### src/rtl/rf_wport_arbiter.sv
// Shares the RF write port between the in-order WB stage and a long-latency unit via a one-entry hold buffer.
// Latency: WB writes the same cycle; an accepted LU result writes 1 cycle later at the earliest.
// Backpressure: lu_ready drops while a held result waits; wb_stall is raised for one forced cycle per LU result.
module rf_wport_arbiter #(
    parameter int WIDTH        = 32,
    parameter int RADDR        = 5,
    parameter int STARVE_LIMIT = 4
) (
    input  logic             clk,
    input  logic             reset,
    input  logic             wb_valid,
    input  logic [WIDTH-1:0] wb_pc,
    input  logic [RADDR-1:0] wb_waddr,
    input  logic [WIDTH-1:0] wb_wdata,
    output logic             wb_stall,
    input  logic             lu_valid,
    output logic             lu_ready,
    input  logic [WIDTH-1:0] lu_pc,
    input  logic [RADDR-1:0] lu_waddr,
    input  logic [WIDTH-1:0] lu_wdata,
    output logic             rf_we,
    output logic [RADDR-1:0] rf_waddr,
    output logic [WIDTH-1:0] rf_wdata,
    output logic             pend_valid,
    output logic [RADDR-1:0] pend_waddr,
    output logic [WIDTH-1:0] debug_wb_pc,
    output logic [3:0]       debug_wb_rf_we,
    output logic [RADDR-1:0] debug_wb_rf_wnum,
    output logic [WIDTH-1:0] debug_wb_rf_wdata
);

    if (STARVE_LIMIT < 1 || STARVE_LIMIT > 15) begin : g_bad_limit
        $error("rf_wport_arbiter: STARVE_LIMIT must be within 1..15");
    end

    localparam logic [3:0] LIMIT = 4'(STARVE_LIMIT);

    typedef enum logic [1:0] {
        EMPTY = 2'd0,
        HELD  = 2'd1,
        FORCE = 2'd2
    } state_t;

    typedef struct packed {
        logic [WIDTH-1:0] pc;
        logic [RADDR-1:0] waddr;
        logic [WIDTH-1:0] wdata;
    } hold_t;

    state_t     state_q, state_d;
    logic [3:0] starve_cnt_q, starve_cnt_d;
    hold_t      hold_q, hold_d;

    logic pend_grant;
    logic wb_grant;
    logic lu_accept;

    // Write-port mux and handshakes: purely a function of current state and inputs.
    always_comb begin
        pend_grant = (state_q == FORCE) || ((state_q == HELD) && !wb_valid);
        wb_grant   = wb_valid && !pend_grant;
        wb_stall   = wb_valid && pend_grant;
        lu_ready   = (state_q == EMPTY) || pend_grant;
        lu_accept  = lu_valid && lu_ready;

        rf_we       = 1'b0;
        rf_waddr    = '0;
        rf_wdata    = '0;
        debug_wb_pc = '0;
        if (pend_grant) begin
            rf_we       = 1'b1;
            rf_waddr    = hold_q.waddr;
            rf_wdata    = hold_q.wdata;
            debug_wb_pc = hold_q.pc;
        end else if (wb_grant) begin
            rf_we       = 1'b1;
            rf_waddr    = wb_waddr;
            rf_wdata    = wb_wdata;
            debug_wb_pc = wb_pc;
        end

        debug_wb_rf_we    = {4{rf_we}};
        debug_wb_rf_wnum  = rf_waddr;
        debug_wb_rf_wdata = rf_wdata;

        pend_valid = (state_q != EMPTY);
        pend_waddr = pend_valid ? hold_q.waddr : '0;
    end

    always_comb begin
        state_d      = state_q;
        starve_cnt_d = starve_cnt_q;
        hold_d       = hold_q;

        // The hold register only loads on accept, so the entry being drained
        // this cycle is still what drives the port above.
        if (lu_accept) begin
            hold_d = '{pc: lu_pc, waddr: lu_waddr, wdata: lu_wdata};
        end

        case (state_q)
            EMPTY: begin
                if (lu_accept) begin
                    state_d      = HELD;
                    starve_cnt_d = '0;
                end
            end
            HELD: begin
                if (pend_grant) begin
                    if (lu_accept) begin
                        state_d      = HELD;
                        starve_cnt_d = '0;
                    end else begin
                        state_d = EMPTY;
                    end
                end else begin
                    starve_cnt_d = starve_cnt_q + 4'd1;
                    if (starve_cnt_q + 4'd1 == LIMIT) begin
                        state_d = FORCE;
                    end
                end
            end
            FORCE: begin
                if (lu_accept) begin
                    state_d      = HELD;
                    starve_cnt_d = '0;
                end else begin
                    state_d = EMPTY;
                end
            end
            default: begin
                state_d      = EMPTY;
                starve_cnt_d = '0;
            end
        endcase
    end

    always_ff @(posedge clk) begin
        if (reset) begin
            state_q      <= EMPTY;
            starve_cnt_q <= '0;
            hold_q       <= '0;
        end else begin
            state_q      <= state_d;
            starve_cnt_q <= starve_cnt_d;
            hold_q       <= hold_d;
        end
    end

endmodule

### config.mk
export PLATFORM = sky130hd
export DESIGN_NAME = rf_wport_arbiter
export DESIGN_NICKNAME = d
export VERILOG_FILES = /design/src/rtl/rf_wport_arbiter.sv
export SDC_FILE = /design/constraint.sdc
export NUM_CORES = 1
export LEC_CHECK = 0
export BUFFER_PORTS_ARGS = -buffer_cell sky130_fd_sc_hd__buf_2
export CORE_MARGIN = 2
export CORE_UTILIZATION = 43
export DETAILED_ROUTE_END_ITERATION = 8
export HOLD_SLACK_MARGIN = 0.12
export PLACE_DENSITY = 0.81
export SLEW_MARGIN = 20
export SYNTH_ARGS = -nofsm -noshare
export SYNTH_HDL_FRONTEND = slang
export SYNTH_SLANG_ARGS = --single-unit
### constraint.sdc
create_clock -name clk -period 1.72 [get_ports clk]
set_input_delay 0.086 -clock clk [delete_from_list [all_inputs] [get_ports clk]]
set_output_delay 0.086 -clock clk [all_outputs]
set_load 0.01 [all_outputs]
==> results of run 1 <==
[stage by stage]
stage / cell area [sq um] / power [uW] / instances
finish: 6161 / 4545 / 874
global route: 6161 / 4769 / 874
CTS: 6041 / 4515 / 871
detailed placement: 5087 / 2929 / 784
global placement: 5087 / 2905 / 784
floorplan: 4044 / 2571 / 494
[synth_stat cells, types with 2 or more instances]
cell type  number
dfxtp_1        75
a21oi_1        71
o21ai_0        71
nand3_1        70
a22o_1         68
buf_4          45
clkbuf_1       27
buf_2          23
and2_1          7
a21o_1          3
buf_6           3
nand3b_1        3
a32oi_1         2
and3b_1         2
inv_2           2
nor2b_1         2
or2_2           2
[placed cells by master (no fill, tap or decap), types with 2 or more instances in the layout]
cell           count
clkbuf_16          2
buf_2            256
bufinv_16          2
a22o_4             2
dfxtp_1           73
a32oi_1            2
buf_6              4
and3b_1            2
nand3_1           70
clkbuf_8           9
nor2b_1            2
a22o_1            66
o21ai_0           71
and2_1             6
buf_12             5
buf_8              2
buf_4             12
clkinv_2           2
clkbuf_1           2
a21o_1             3
dlygate4sd3_1     70
a21oi_1           71
inv_2              2
nand3b_1           3
[final cells by class]
| class | count | share of cell area [%] |
|---|---|---|
| Tap cell | 111 | 2.254 |
| Clock inverter | 5 | 1.259 |
| Clock buffer | 11 | 2.132 |
| Multi-Input combinational cell | 318 | 32.05 |
| Inverter | 2 | 0.1219 |
| Timing Repair Buffer | 352 | 37.73 |
| Sequential cell | 75 | 24.45 |
[kinds of logic after synthesis]
family          count (synthesis)  synth area share [%]
compound gates                223                 34.87
buf+inv                       101                 14.82
simple gates                   93                 12.65
flops                          75                 37.13
xor+xnor                        1                0.2166
fa+ha+maj                       1                0.3094
[per-layer routing]
metal,wire length (um),up-vias
met2,7459,319
li1,-,2301
met3,1161,68
met5,0,-
met4,651,0
met1,5461,2239
[state kept, by name, indices dropped and copies added (netlist names)]
name          cells
state_q           2
starve_cnt_q      4
hold_q           69
[timing repair]
item | in CTS | in global routing
endpoints found under the hold margin | 75 | 0
pin swaps | 0 | 9
cloned | 1 | 2
hold buffers | 70 | 0
buffers inserted | 0 | 1
gates resized for setup | 8 | 9
setup endpoints to repair | 109 | 99
[worst paths after layout]
| path | to | slack, ns | depth (start not counted) |
|---|---|---|---|
| max | rf_wdata[20] | 0.001 | 5 |
| min | hold_q[29] | 0.21 | 3 |
| max reg2reg | state_q[0] | 0.22 | 4 |
| min reg2reg | hold_q[39] | 0.48 | 2 |
[power by group]
part	internal (uW)	total [uW]	switching, uW
sequential	1840	1900	60.3
clock	814	1450	631
combinational	601	1200	598
total	3260	4540	1290
[critical path, cell delays in order, from the launching register on]
cell	delay, ns
dfxtp_4	0.36
nand2b_4	0.15
and2_4	0.20
buf_16	0.17
a22o_1	0.26
buf_2	0.15
==> results.toml, run 1 <==
[timing]
slew_viol_final = 0
rsz0062_at_grt = "yes"
fmax_mhz = 581.8
tightest_slew_ns = 0.4307
hold_ws_ns = 0.2110
skew_ns = 0.009248
hold_viol_final = 0
period_share_pct = 99.94
tns_ns = 0
setup_viol = 0
max-slew-margin-rel_pct = 71.29
layout_setup_ws_ns = 0.001090
min_period_ns = 1.719

[synth]
ys_seq_area_share_pct = 37.13
avgSynthCellArea_sq_um = 8.186
ys_ff_latch = 75
netlist.top_cell.by_area = "dfxtp_1"
synth_nets = 637
netlist_area_sq_mm = 0.004044
ys_async_sr_fraction_pct = 0
synthDistinctLibCells = 35
ys.flop_type = "dfxtp_1"
synth-edff-count = 0
synth_warnings = 0
syn_inst = 494
yosysTopAreaCellShare_pct = 37.13
yosys-top-cells-area = "dfxtp_1, a22o_1, a21oi_1"

[placed_design]
gp_congestion = 0.7900
place_hpwl_mm = 8.832
port-buffer-count = 260
dp_slack_ns = 0.2360

[flow_run]
maxCapViolCount = 0

[global_route]
grt_pass1_wl_mm = 21.41
grt_usage_pct = 26.46
grt_max_degree = 72
grt_util_met3_pct = 5.756
use_met2_pct = 47.79
grt.busiest_layer = "met2"
antenna_found_initial = 0
grt-ovfl-total = 0
grt_pass1_vias = 4749
grtUsageMet1_pct = 27.77

[route]
drt-initial-drc-count = 184
antenna_left = 0
wire_per_inst_um = 16.86
via_per_inst = 5.637
wirelength_mm = 14.73
drc = 0
vias = 4927
dr.pass1.iters = 5

[floorplanning]
start_util_pct = 43.97
rows = 35
die_w_um = 101.0
die_y_um = 101.0
die_area_sq_mm = 0.01020
core-area_sq_mm = 0.009196
ios = 261

[worst_setup_path]
cp.required_ns = 1.63
cp.arrival_ns = 1.63
end_kind = "output pin"
path_max_fanout = 25
rr_startpoint = "starve_cnt_q[0]"
crit_start = "state_q[0]"
cp-start-kind = "flop"
path_class = "flop to output pin"

[cts]
clock-sinks = 75
h-tree-depth = 3
tritoncts = "done"
cts_buffers = 9
root_buffer = "clkbuf_8"
clk_pin_slew_ns = 0.08
insertion_delay_ns = 0.34
cts_max_path_buffers = 2

[cells_and_area]
post-route-util_pct = 66.99
seq_area_sq_mm = 0.001506
antenna_cells = 0
multi_input_area_sq_mm = 0.001974
fillCellCount = 733
syn2layout_area_growth_pct = 52.35
drive_gt1_share_pct = 40.50
finalNetCount = 901

[worst_hold_path]
hold_path.class = "input pin to flop"
min_from = "lu_valid"

[pwr]
power.density_mw_per_mm2 = 737.7
p_leak_uw = 0.002889
peakVddDrop_uv = 450.4

[run_status]
outcome = "completed"
Note: power is estimated with default switching activity, not from simulation.
==> run 2: changes to the inputs <==
--- a/config.mk
+++ b/config.mk
@@ -7,10 +7,10 @@
 export LEC_CHECK = 0
 export BUFFER_PORTS_ARGS = -buffer_cell sky130_fd_sc_hd__buf_2
 export CORE_MARGIN = 2
-export CORE_UTILIZATION = 43
+export CORE_UTILIZATION = 39
 export DETAILED_ROUTE_END_ITERATION = 8
 export HOLD_SLACK_MARGIN = 0.12
-export PLACE_DENSITY = 0.81
+export PLACE_DENSITY = 0.78
 export SLEW_MARGIN = 20
 export SYNTH_ARGS = -nofsm -noshare
 export SYNTH_HDL_FRONTEND = slang
==> constraint.sdc (replaced) <==
create_clock -name clk -period 1.4 [get_ports clk]
set_input_delay 0.07 -clock clk [delete_from_list [all_inputs] [get_ports clk]]
set_output_delay 0.07 -clock clk [all_outputs]
set_load 0.01 [all_outputs]
==> run 2 against run 1 <==
The flow now finishes with violations (setup timing). Via count increased by 7.8%. Worst hold slack got worse by 0.025 ns. Power increased by 24%. Sequential share of layout area decreased by 3.0 points. Critical path depth unchanged. Worst setup slack got worse by 0.31 ns. Clock-buffer cell count increased by 2. Wire length increased by 23%. Clock skew decreased by 0.00068 ns. Critical path type unchanged. Final cell count increased by 5.4%. Global-route usage increased by 1.2 points.
==> results.toml, run 2 (same netlist as run 1, synthesis figures left out) <==
[route]
via_per_inst = 5.765
vias = 5310
drc = 0
drt-initial-drc-count = 431
dr.pass1.iters = 5
wire_per_inst_um = 19.61
wirelength_mm = 18.07
antenna_left = 0

[worst_setup_path]
cp.required_ns = 1.33
path_cells = "nand2b_4 -> and2_4 -> clkbuf_16 -> a22o_4 -> buf_6"
path_class = "flop to output pin"
slowest_stage = "dfxtp_4"
cp.arrival_ns = 1.64
r2r_cells = 6
cp-start-kind = "flop"
end_kind = "output pin"
path_max_fanout = 6
slowest_delay_ns = 0.37

[floorplanning]
rows = 37
die_w_um = 105.8
core-area_sq_mm = 0.01018
ios = 261
start_util_pct = 39.71
die_area_sq_mm = 0.01120
die_y_um = 105.8

[placed_design]
gp_congestion = 0.8124
port-buffer-count = 260
dp.cells = 814
dp_slack_ns = -0.02969
place_hpwl_mm = 9.461

[global_route]
grt_usage_pct = 27.67
grt_max_degree = 37
grt-ovfl-total = 0
grt_pass1_vias = 5049
antenna_found_initial = 1
grt_pass1_wl_mm = 24.69

[timing]
hold_ws_ns = 0.1862
hold_viol_final = 0
max-slew-margin-rel_pct = 71.21
skew_ns = 0.008568
min_period_ns = 1.713
tightest_slew_ns = 0.4318
fmax_mhz = 583.6
layout_setup_ws_ns = -0.3135
period_share_pct = 122.4
rsz0062_at_grt = "yes"
tns_ns = -31.07
setup_viol = 133
slew_viol_final = 0

[cells_and_area]
final_common_cell = "buf_2"
drive_gt1_share_pct = 46.56
largest_reg_flops = 69
finalNonFillerCells = 921
post-route-util_pct = 69.18
reg_top3 = "hold_q: 69 flops, starve_cnt_q: 4 flops, state_q: 2 flops"
layout_common_cells = "buf_2, dlygate4sd3_1, dfxtp_1, nand3_1, o21ai_0"
syn2layout_area_growth_pct = 74.23
finalNetCount = 922
top_register = "hold_q"

[flow_run]
maxCapViolCount = 0

[cts]
cts_max_path_buffers = 2
cts_buffers = 9
clk_pin_slew_ns = 0.08
h-tree-depth = 3
tritoncts = "done"
clock-sinks = 75
root_buffer = "clkbuf_8"
insertion_delay_ns = 0.34

[run_status]
failed_checks = "setup timing"
outcome = "finished with violations"

[pwr]
peakVddDrop_uv = 466.1
p_leak_uw = 0.003232
power.density_mw_per_mm2 = 798.3

[worst_hold_path]
whs_path_depth = 4
hold_path.class = "input pin to flop"
## run 2: final timing paths
kind,startpoint,endpoint,slack (ns)
max,state_q[0],rf_wdata[14],-0.31
min,lu_valid,starve_cnt_q[0],0.19
max reg2reg,state_q[1],hold_q[46],-0.07
min reg2reg,hold_q[56],hold_q[56],0.48
## run 2: report_power, final
part	switching (uW)	internal (uW)	leakage, uW
clock	770	639	0.0000812
combinational	877	997	0.00253
sequential	83.2	2260	0.000619
## run 2: layout make-up
cell class,instances,area (sq um)
tap,136,170.2
clock buffer,13,138.9
clock inverter,3,15.01
antenna,1,2.502
multi-input combinational,319,2230
inverter,2,10.01
timing repair buffer,372,2968
fill,706,3139
sequential,75,1511
## run 2: worst max-delay path, delay by kind of cell (launching register included)
kind | cells | cell delay, ns
and+or+nand+nor | 2 | 0.36
DFF | 1 | 0.37
AOI/OAI and AO/OA | 1 | 0.26
buffers and inverters | 2 | 0.31
## run 2: routing by layer
metal | global-route usage (%) | vias up | share of wire [%]
met3 | 6.617 | 79 | 8.7
li1 | - | 2367 | -
met4 | 15.23 | 0 | 5.0
met5 | 0 | - | 0
met2 | 50.41 | 389 | 51
met1 | 29.10 | 2475 | 35
## run 2: per-stage QoR
step | power [uW] | cell area [sq um]
final | 5624 | 7046
after CTS | 5441 | 6701
after global routing | 5864 | 7046
after global placement | 3662 | 5370
after detailed placement | 3694 | 5370
after floorplan | 3253 | 4304
## run 2: what timing repair did
action	in CTS	in global routing
resized for setup	55	34
hold buffers	71	0
endpoints found under the setup margin	120	162
cloned	5	10
buffers inserted	3	1
endpoints found under the hold margin	75	0
pin swaps	3	13
==> run 3: changes to the inputs <==
--- a/config.mk
+++ b/config.mk
@@ -10,7 +10,7 @@
 export CORE_UTILIZATION = 39
 export DETAILED_ROUTE_END_ITERATION = 8
 export HOLD_SLACK_MARGIN = 0.12
-export PLACE_DENSITY = 0.78
+export PLACE_DENSITY = 0.87
 export SLEW_MARGIN = 20
 export SYNTH_ARGS = -nofsm -noshare
 export SYNTH_HDL_FRONTEND = slang
==> run 3 against run 2 <==
The flow still finishes with violations (setup timing). Combinational power fell by 3%. Core utilization shrank 0.57 points. Worst hold slack worse by 0.041 ns. Sequential power hardly changed. Global-route usage grew 0.23 points. Worst setup slack worse by 0.032 ns. Fmax shrank 1.8%. Critical path depth up 2. Clock-buffer cell count down 4. Clock skew grew 0.0050 ns. Sequential cell count did not move. Critical path type unchanged. Critical endpoint is now rf_waddr[0].
==> results.toml, run 3 (same netlist as run 1, synthesis figures left out) <==
[timing]
layout_setup_ws_ns = -0.3452
slew_viol_final = 0
hold_viol_final = 0
rsz0062_at_grt = "yes"
setup_viol = 118
max-slew-margin-rel_pct = 70.65
min_period_ns = 1.745
fmax_mhz = 573.0
tns_ns = -30.87
skew_ns = 0.01358
period_share_pct = 124.7
tightest_slew_ns = 0.4402

[worst_setup_path]
path_max_fanout = 8
slowest_stage = "dfxtp_4"
end_kind = "output pin"
path_common_cell = "buf_6"
cp.required_ns = 1.33
path_cells = "nand2b_4 -> buf_6 -> o21ai_4 -> buf_6 -> clkbuf_16 -> a22o_4 -> buf_6"
cp.arrival_ns = 1.68
slowest_delay_ns = 0.37
cp-start-kind = "flop"
path_class = "flop to output pin"

[global_route]
grt_max_degree = 49
grt-ovfl-total = 0
grt_pass1_vias = 5035
grt_pass1_wl_mm = 24.98
grt_usage_pct = 27.91
antenna_found_initial = 0

[floorplanning]
die_y_um = 105.8
ios = 261
rows = 37
core-area_sq_mm = 0.01018
die_w_um = 105.8
start_util_pct = 39.71
die_area_sq_mm = 0.01120

[route]
wirelength_mm = 17.45
antenna_left = 0
dr.pass1.iters = 5
via_per_inst = 5.679
vias = 5202
drc = 0
wire_per_inst_um = 19.05
drt-initial-drc-count = 503

[cts]
cts_max_path_buffers = 2
insertion_delay_ns = 0.34
clk_pin_slew_ns = 0.07
cts_buffers = 9
root_buffer = "clkbuf_8"
clock-sinks = 75
h-tree-depth = 3
tritoncts = "done"

[pwr]
pwr-share-clk_pct = 30.0
seqPwrFrac_pct = 39.4
power.density_mw_per_mm2 = 849.8
sw_frac_of_total_pct = 29.19
peakVddDrop_uv = 474.9
comb_power_share_pct = 30.6
switchingPower_uw = 1733
p_leak_uw = 0.003210
internal_power_uw = 4205

[cells_and_area]
top_register = "hold_q"
post-route-util_pct = 68.61
layout_common_cells = "buf_2, dfxtp_1, nand3_1, o21ai_0, dlygate4sd3_1"
fillCellCount = 743
multi_input_area_sq_mm = 0.002183
drive_gt1_share_pct = 45.77
largest_reg_flops = 69
reg_top3 = "hold_q: 69 flops, starve_cnt_q: 4 flops, state_q: 2 flops"
seq_area_sq_mm = 0.001510
final_common_cell = "buf_2"
syn2layout_area_growth_pct = 72.80
antenna_cells = 0
finalNetCount = 920

[run_status]
failed_checks = "setup timing"
outcome = "finished with violations"

[placed_design]
dp_slack_ns = -0.008905
place_hpwl_mm = 9.070
port-buffer-count = 260
gp_congestion = 0.7683

[flow_run]
maxCapViolCount = 0

[worst_hold_path]
hold_path.class = "input pin to flop"
[run 3: cell types whose count changed in the layout (fill, tap and decap cells not counted), sizes merged]
| cell | delta |
|---|---|
| clkbuf | -5 |
| diode | -1 |
| bufinv | +2 |
| bufbuf | -1 |
| dlygate4sd3 | -1 |
| clkinv | -2 |
| clkinvlp | +2 |
| and2 | -1 |
| buf | +2 |
[run 3: repair_timing]
| item | in CTS | in global routing |
|---|---|---|
| cloned | 2 | 7 |
| pin swaps | 6 | 21 |
| hold buffers | 70 | 0 |
| endpoints found under the hold margin | 75 | 0 |
| buffers inserted | 3 | 3 |
| gates resized for setup | 64 | 23 |
| endpoints found under the setup margin | 125 | 138 |
[run 3: path summary, 6_finish.rpt]
| kind | from | to | slack (ns) | cells past startpoint |
|---|---|---|---|---|
| worst max-delay path | state_q[0] | rf_waddr[0] | -0.35 | 7 |
| worst min-delay path | lu_valid | starve_cnt_q[0] | 0.14 | 4 |
| worst max register to register | state_q[1] | hold_q[51] | -0.01 | 6 |
| worst min register to register | hold_q[67] | hold_q[67] | 0.48 | 2 |
[run 3: critical path, delay by kind of cell, from the launching register on]
kind	cells	cell delay, ns
and+or+nand+nor	1	0.13
DFF	1	0.37
buffers and inverters	4	0.52
AOI/OAI and AO/OA	2	0.31
[run 3: layout make-up]
cell class	instances	area share, %
clock buffers	9	1.773
repair buffers	371	41.65
well taps	136	2.435
inverters	2	0.1432
multi-input cells	318	31.24
flip-flops and latches	75	21.61
clock inverters	5	1.146
[run 3: stage by stage]
step | power, uW | hold slack (ns) | instances | cell area, sq um
final | 5938 | 0.1449 | 916 | 6988
after global routing | 6221 | 0.1586 | 916 | 6988
after CTS | 5776 | 0.1310 | 907 | 6705
after detailed placement | 3700 | 0.3284 | 818 | 5400
after global placement | 3676 | 0.3241 | 818 | 5400
after floorplan | 3253 | 0.2177 | 494 | 4304
[run 3: per-layer routing]
layer	share of wire [%]	vias up	global-route usage (%)
li1	-	2350	-
met5	0	-	0
met1	37	2453	30.82
met3	7.2	57	5.875
met2	52	342	49.91
met4	3.8	0	14.85
[run 3: power by group through the flow]
stage          clock network, uW  registers, uW  logic (uW)
3_3_place_gp                   0           2380        1290
3_5_place_dp                   0           2390        1310
5_1_grt                     1940           2350        1930
4_1_cts                     1820           2340        1620
6_report                    1780           2340        1820
2_1_floorplan                  0           2360         891
